## config.mk

```make
export PLATFORM = sky130hd
export DESIGN_NAME = switch_debouncer
export DESIGN_NICKNAME = d
export VERILOG_FILES = /design/src/rtl/switch_debouncer.sv
export SDC_FILE = /design/constraint.sdc
export NUM_CORES = 1
export LEC_CHECK = 0
export CORE_MARGIN = 3
export CORE_UTILIZATION = 43
export CTS_BUF_LIST = sky130_fd_sc_hd__clkbuf_4 sky130_fd_sc_hd__clkbuf_8 sky130_fd_sc_hd__clkbuf_16
export DETAILED_ROUTE_END_ITERATION = 12
export RECOVER_POWER = 50
export SETUP_SLACK_MARGIN = 0.3
export SLEW_MARGIN = 10
export SYNTH_ARGS = -nofsm -noshare
export SYNTH_HDL_FRONTEND = slang
export SYNTH_SLANG_ARGS = --single-unit
```

## constraint.sdc

```tcl
create_clock -name clk -period 4.7 [get_ports clk]
set_input_delay 0.94 -clock clk [delete_from_list [all_inputs] [get_ports clk]]
set_output_delay 0.94 -clock clk [all_outputs]
set_load 0.005 [all_outputs]
```

## src/rtl/switch_debouncer.sv

```systemverilog
// switch_debouncer: conditions a raw, bouncing switch level into a clean
// synchronous level with single-cycle edge pulses. A free-running prescaler
// supplies a slow enable tick; the input must disagree with the debounced
// level for STABLE_COUNT consecutive ticks before the level changes.
module switch_debouncer #(
  parameter int DIV_WIDTH    = 17,
  parameter int STABLE_COUNT = 4
) (
  input  logic clk,
  input  logic rst,
  input  logic sw_in,
  output logic d_out,
  output logic rise_pulse,
  output logic fall_pulse,
  output logic tick,
  output logic busy
);

  // One extra bit of margin is never needed; STABLE_COUNT=1 still gets a 1-bit counter.
  localparam int CW = (STABLE_COUNT > 1) ? $clog2(STABLE_COUNT) : 1;
  localparam logic [CW-1:0] LAST = CW'(STABLE_COUNT - 1);

  localparam logic [0:0] IDLE  = 1'b0;
  localparam logic [0:0] CHECK = 1'b1;

  logic                 s1;
  logic                 s2;
  logic [DIV_WIDTH-1:0] prescale;
  logic [0:0]           state;
  logic [CW-1:0]        count;

  // Two-flop synchronizer; only s2 is used by downstream logic.
  always_ff @(posedge clk or posedge rst) begin
    if (rst) begin
      s1 <= 1'b0;
      s2 <= 1'b0;
    end else begin
      s1 <= sw_in;
      s2 <= s1;
    end
  end

  // Free-running prescaler; tick is registered, high the cycle after all-ones.
  always_ff @(posedge clk or posedge rst) begin
    if (rst) begin
      prescale <= '0;
      tick     <= 1'b0;
    end else begin
      prescale <= prescale + 1'b1;
      tick     <= &prescale;
    end
  end

  // Qualification FSM: a reversion aborts even when a tick coincides with it.
  always_ff @(posedge clk or posedge rst) begin
    if (rst) begin
      state      <= IDLE;
      count      <= '0;
      d_out      <= 1'b0;
      rise_pulse <= 1'b0;
      fall_pulse <= 1'b0;
    end else begin
      rise_pulse <= 1'b0;
      fall_pulse <= 1'b0;
      case (state)
        IDLE: begin
          if (s2 != d_out) begin
            state <= CHECK;
            count <= '0;
          end
        end
        CHECK: begin
          if (s2 == d_out) begin
            state <= IDLE;
            count <= '0;
          end else if (tick) begin
            if (count == LAST) begin
              d_out      <= s2;
              rise_pulse <= s2;
              fall_pulse <= ~s2;
              state      <= IDLE;
              count      <= '0;
            end else begin
              count <= count + 1'b1;
            end
          end
        end
      endcase
    end
  end

  assign busy = (state == CHECK);

endmodule

```

Yosys cells after proc, flatten, opt, wreduce, memory -nomap -nowiden

Cells that the tools add are included.

Register bits: 26
Input port bits: 3
Output and inout bits: 5
Word-level logic and storage cells: 40

Add/subtract/negate cells: 2
Eq/ne operators: 5
Multiplexer cells: 18
Bitwise gates (word level): 3
Reduce and logical (&&, ||, !) cells: 3

Operators by type and width:

| cell                    | count |
|---|---|
| $add A17 B1 Y17 const B | 1 |
| $reduce_and A17 Y1      | 1 |
| $mux W1                 | 12 |
| $mux W2                 | 4 |
| $pmux W2 S2             | 1 |
| $reduce_and A4 Y1       | 1 |
| $ne A3 B2 Y1 const B    | 1 |
| $not A1 Y1              | 3 |
| $add A2 B1 Y2 const B   | 1 |
| $eq A2 B2 Y1 const B    | 1 |
| $ne A2 B2 Y1 const B    | 1 |
| $pmux W1 S2             | 1 |
| $reduce_and A2 Y1       | 1 |
| $eq A1 B1 Y1            | 1 |
| $ne A1 B1 Y1            | 1 |

Longest topological paths before layout

Word-level depth: 5
Depth in mapped cells: 5
Gate-level depth less buffers: 5

Worst setup path before layout

OpenSTA, ideal clock, no wires.

Path kind: register -> register
From: register prescale[0]
To: register prescale[16]
Setup time: 0.126 ns
Arrival time: 1.365 ns
Data required time: 4.574 ns
Slack: 3.209 ns
Cell stages (with the launch flop): 6
Path buffers: 0
Clock period less this slack: 1.491 ns
Cells stage by stage: dfrtp_1 ha_1 and4_4 nor2b_4 and4_1 ha_1

Cells in the longest elaborated chain, start to end: 1

Ends and longest elaborated chain:

| item                     | line | text |
|---|---|---|
| start: declaration       | 28   | `logic [DIV_WIDTH-1:0] prescale;` |
| start signal: assignment | 49   | `prescale <= prescale + 1'b1;` |
| $add A17 B1 Y17          | 49   |  |

No other way between the ends.
A chain may end at the register's enable or synchronous reset.

Final worst setup path

From: register tick
To: output tick

RTL lines:

| item                     | line | text |
|---|---|---|
| start: declaration       | 15   | `output logic tick,` |
| start signal: assignment | 50   | `tick <= &prescale;` |

No word-level cell between the ends.

==> flow_metrics.tcl <==
set metrics [dict create \
    crit_path_start_kind "flop" \
    synth.cell_area_um2 1080 \
    yosys_register_bits 26 \
    crit_path_cell_trace "clkdlybuf4s50_1" \
    clk_pin_slew_ps 130 \
    routed_wl_mm 1.51 \
    fp.dieArea_um2 3140 \
    antenna_found_initial 0 \
    r2r_slack_ps 3020 \
    die_h_um 56.1 \
    syn_to_final_growth_pct 11.4 \
    regArea_um2 651 \
    worstSetupEndpointType "output pin" \
    num_rows 17 \
    slowest_delay_ps 530 \
    synth.area.top_cells "dfrtp_1, xnor2_1, ha_1" \
    cts_buffers 3 \
    p_leak_nw 0.548 \
    hold_end "s2$_DFF_PP0_" \
    fin_crit_ps 2250 \
    slew_headroom_pct 37.8 \
    finalHoldViolCount 0 \
    outcome "finished, final reports clean" \
    ant_nets 0 \
    synthArstFlopShare_pct 100 \
    yosysMostFrequentCell "dfrtp_1" \
    synth_ff_type "dfrtp_1" \
    dp_hpwl_mm 1.13 \
    num_vias 611 \
    cts_hold_buf 0 \
    whs_ps 373 \
    fin_nets 102 \
    fin_tns_setup_ps 0 \
    gp_congestion 0.705 \
    hold_start "s1$_DFF_PP0_" \
    die_x_um 56.1 \
    io_buffers 7 \
    finalClockSkew_ps 5.88 \
    reg2reg_depth 5 \
    fillers 223 \
    drive_gt1_share_pct 10.5 \
    htreeDepth 1 \
    vias_per_cell 4.97 \
    clockBufferDepth 2 \
    worstPathMaxFanout 6 \
    synthTopCellsByCount "dfrtp_1, xnor2_1, nand2_1, nand3_1" \
    power_density_nw_per_um2 286 \
    finalMaxSlewViolations 0 \
    track_usage_pct 11.3 \
    multiInputGateArea_um2 394 \
    cts_root_buf "clkbuf_4" \
    ys_types 27 \
    ys_seq_area_share_pct 60.3 \
    dr.pass1.iters 3 \
    crit_family "buffers and inverters" \
    maxCapViolCount 0 \
    ir_drop_uv 186 \
    crit_slowest_cell "clkdlybuf4s50_1" \
    hold_path_class "reg2reg" \
    ios 8 \
    start_util_pct 46.9 \
    holdPathStages 0 \
    cts_tree "yes" \
    insertion_delay_ps 310 \
    required_ps 3760 \
    tightest_slew_ps 932 \
    path_buf_inv 1 \
    r2r-start "prescale[0]$_DFF_PP0_" \
    clock_sinks 26 \
    grt_pass1_vias 659 \
    ys_warn_count 0 \
    synth.top_cell.area_share_pct 60.3 \
    grt_pass1_wl_mm 2.76 \
    post_cts_buffers 0 \
    crit_type "reg2out" \
    rsz0062_at_grt "false" \
    drt_iter0_markers 6 \
    rr_endpoint "prescale[16]$_DFF_PP0_" \
    synth-edff-count 0 \
    setup_viol 0 \
    arrival_ps 1310 \
    gr-total-overflow 0 \
    fin_crit_sh_pct 47.9 \
    post_drt_wl_per_cell_um 12.3 \
    drc 0 \
    synth_area_leader_cell "dfrtp_1" \
    core_area_um2 2300 \
    synth_nets 90 \
    post_cts_resized 0 \
    syn-instance-count 84 \
    avgSynthCellArea_um2 12.8 \
    grt_max_degree 27 \
    clock.fmax_ghz 0.444 \
    antennaDiodeCount 0 \
]
## layout make-up
type | instances | share of cell area (%)
Multi-Input combinational cell | 54 | 32.8
Tap cell | 28 | 2.92
Sequential cell | 26 | 54.2
Timing Repair Buffer | 7 | 5.83
Inverter | 4 | 1.25
Clock buffer | 4 | 3.02
## per-stage QoR
| step | util (%) | area [um2] | total power (W) | std cells | setup WS, ps |
|---|---|---|---|---|---|
| floorplan | - | 1080 | 0.000236 | 84 | 3210 |
| global placement | 51.5 | 1180 | 0.000239 | 119 | 2580 |
| detailed placement | 51.5 | 1180 | 0.000240 | 119 | 2540 |
| CTS | 53.1 | 1220 | 0.000351 | 123 | 2420 |
| global route | 52.3 | 1200 | 0.000362 | 123 | 2390 |
| finish | 52.3 | 1200 | 0.000344 | 123 | 2450 |
## routing by layer
layer  vias up  part of all wire [%]  track usage, %
met4         0                   2.8            6.10
met1       293                    48            13.4
met2         6                    47            18.7
met3         5                   2.7            2.78
met5         -                     0               0
li1        307                     -               -
## placed cells by master, fill, tap and decap left out, drive strengths merged, types with 2 or more instances in the layout
cell / count
dfrtp: 26
nor3b: 2
inv: 4
clkbuf: 4
xor2: 5
nand3: 7
and4: 2
nor2: 3
nand4: 2
dlygate4sd3: 2
nand2: 6
nor3: 3
clkdlybuf4s50: 5
and3: 2
ha: 3
xnor2: 10
## state kept, by name, summed over array words and instances (netlist names)
signal / count
tick: 1
prescale: 17
fall_pulse: 1
s2: 1
s1: 1
rise_pulse: 1
busy: 1
count: 2
d_out: 1
## power breakdown
part,internal [W],switching [W]
combinational,0.00000283,0.00000581
sequential,0.000225,0.00000105
clock,0.0000473,0.0000616
## cells by family (layout without fill, tap and decap cells)
| logic type | after synthesis | in the layout | synth area share, % |
|---|---|---|---|
| fa+ha+maj | 3 | 3 | 3.48 |
| buf+inv | 4 | 15 | 1.39 |
| xor+xnor | 15 | 15 | 12.9 |
| flops | 26 | 26 | 60.3 |
| mux | 2 | 2 | 1.97 |
| simple gates | 30 | 30 | 17.3 |
| compound gates | 4 | 4 | 2.67 |
## worst max path at each step
stage / startpoint / cells after the start / slack, ps / endpoint
finish: tick$_DFF_PP0_ / 1 / 2450 / tick
global route: tick$_DFF_PP0_ / 1 / 2390 / tick
global placement: rst / 2 / 2580 / prescale[13]$_DFF_PP0_
CTS: tick$_DFF_PP0_ / 1 / 2420 / tick
detailed placement: rst / 2 / 2540 / prescale[9]$_DFF_PP0_
floorplan: prescale[0]$_DFF_PP0_ / 5 / 3210 / prescale[16]$_DFF_PP0_
Note: power is estimated with default switching activity, not from simulation.
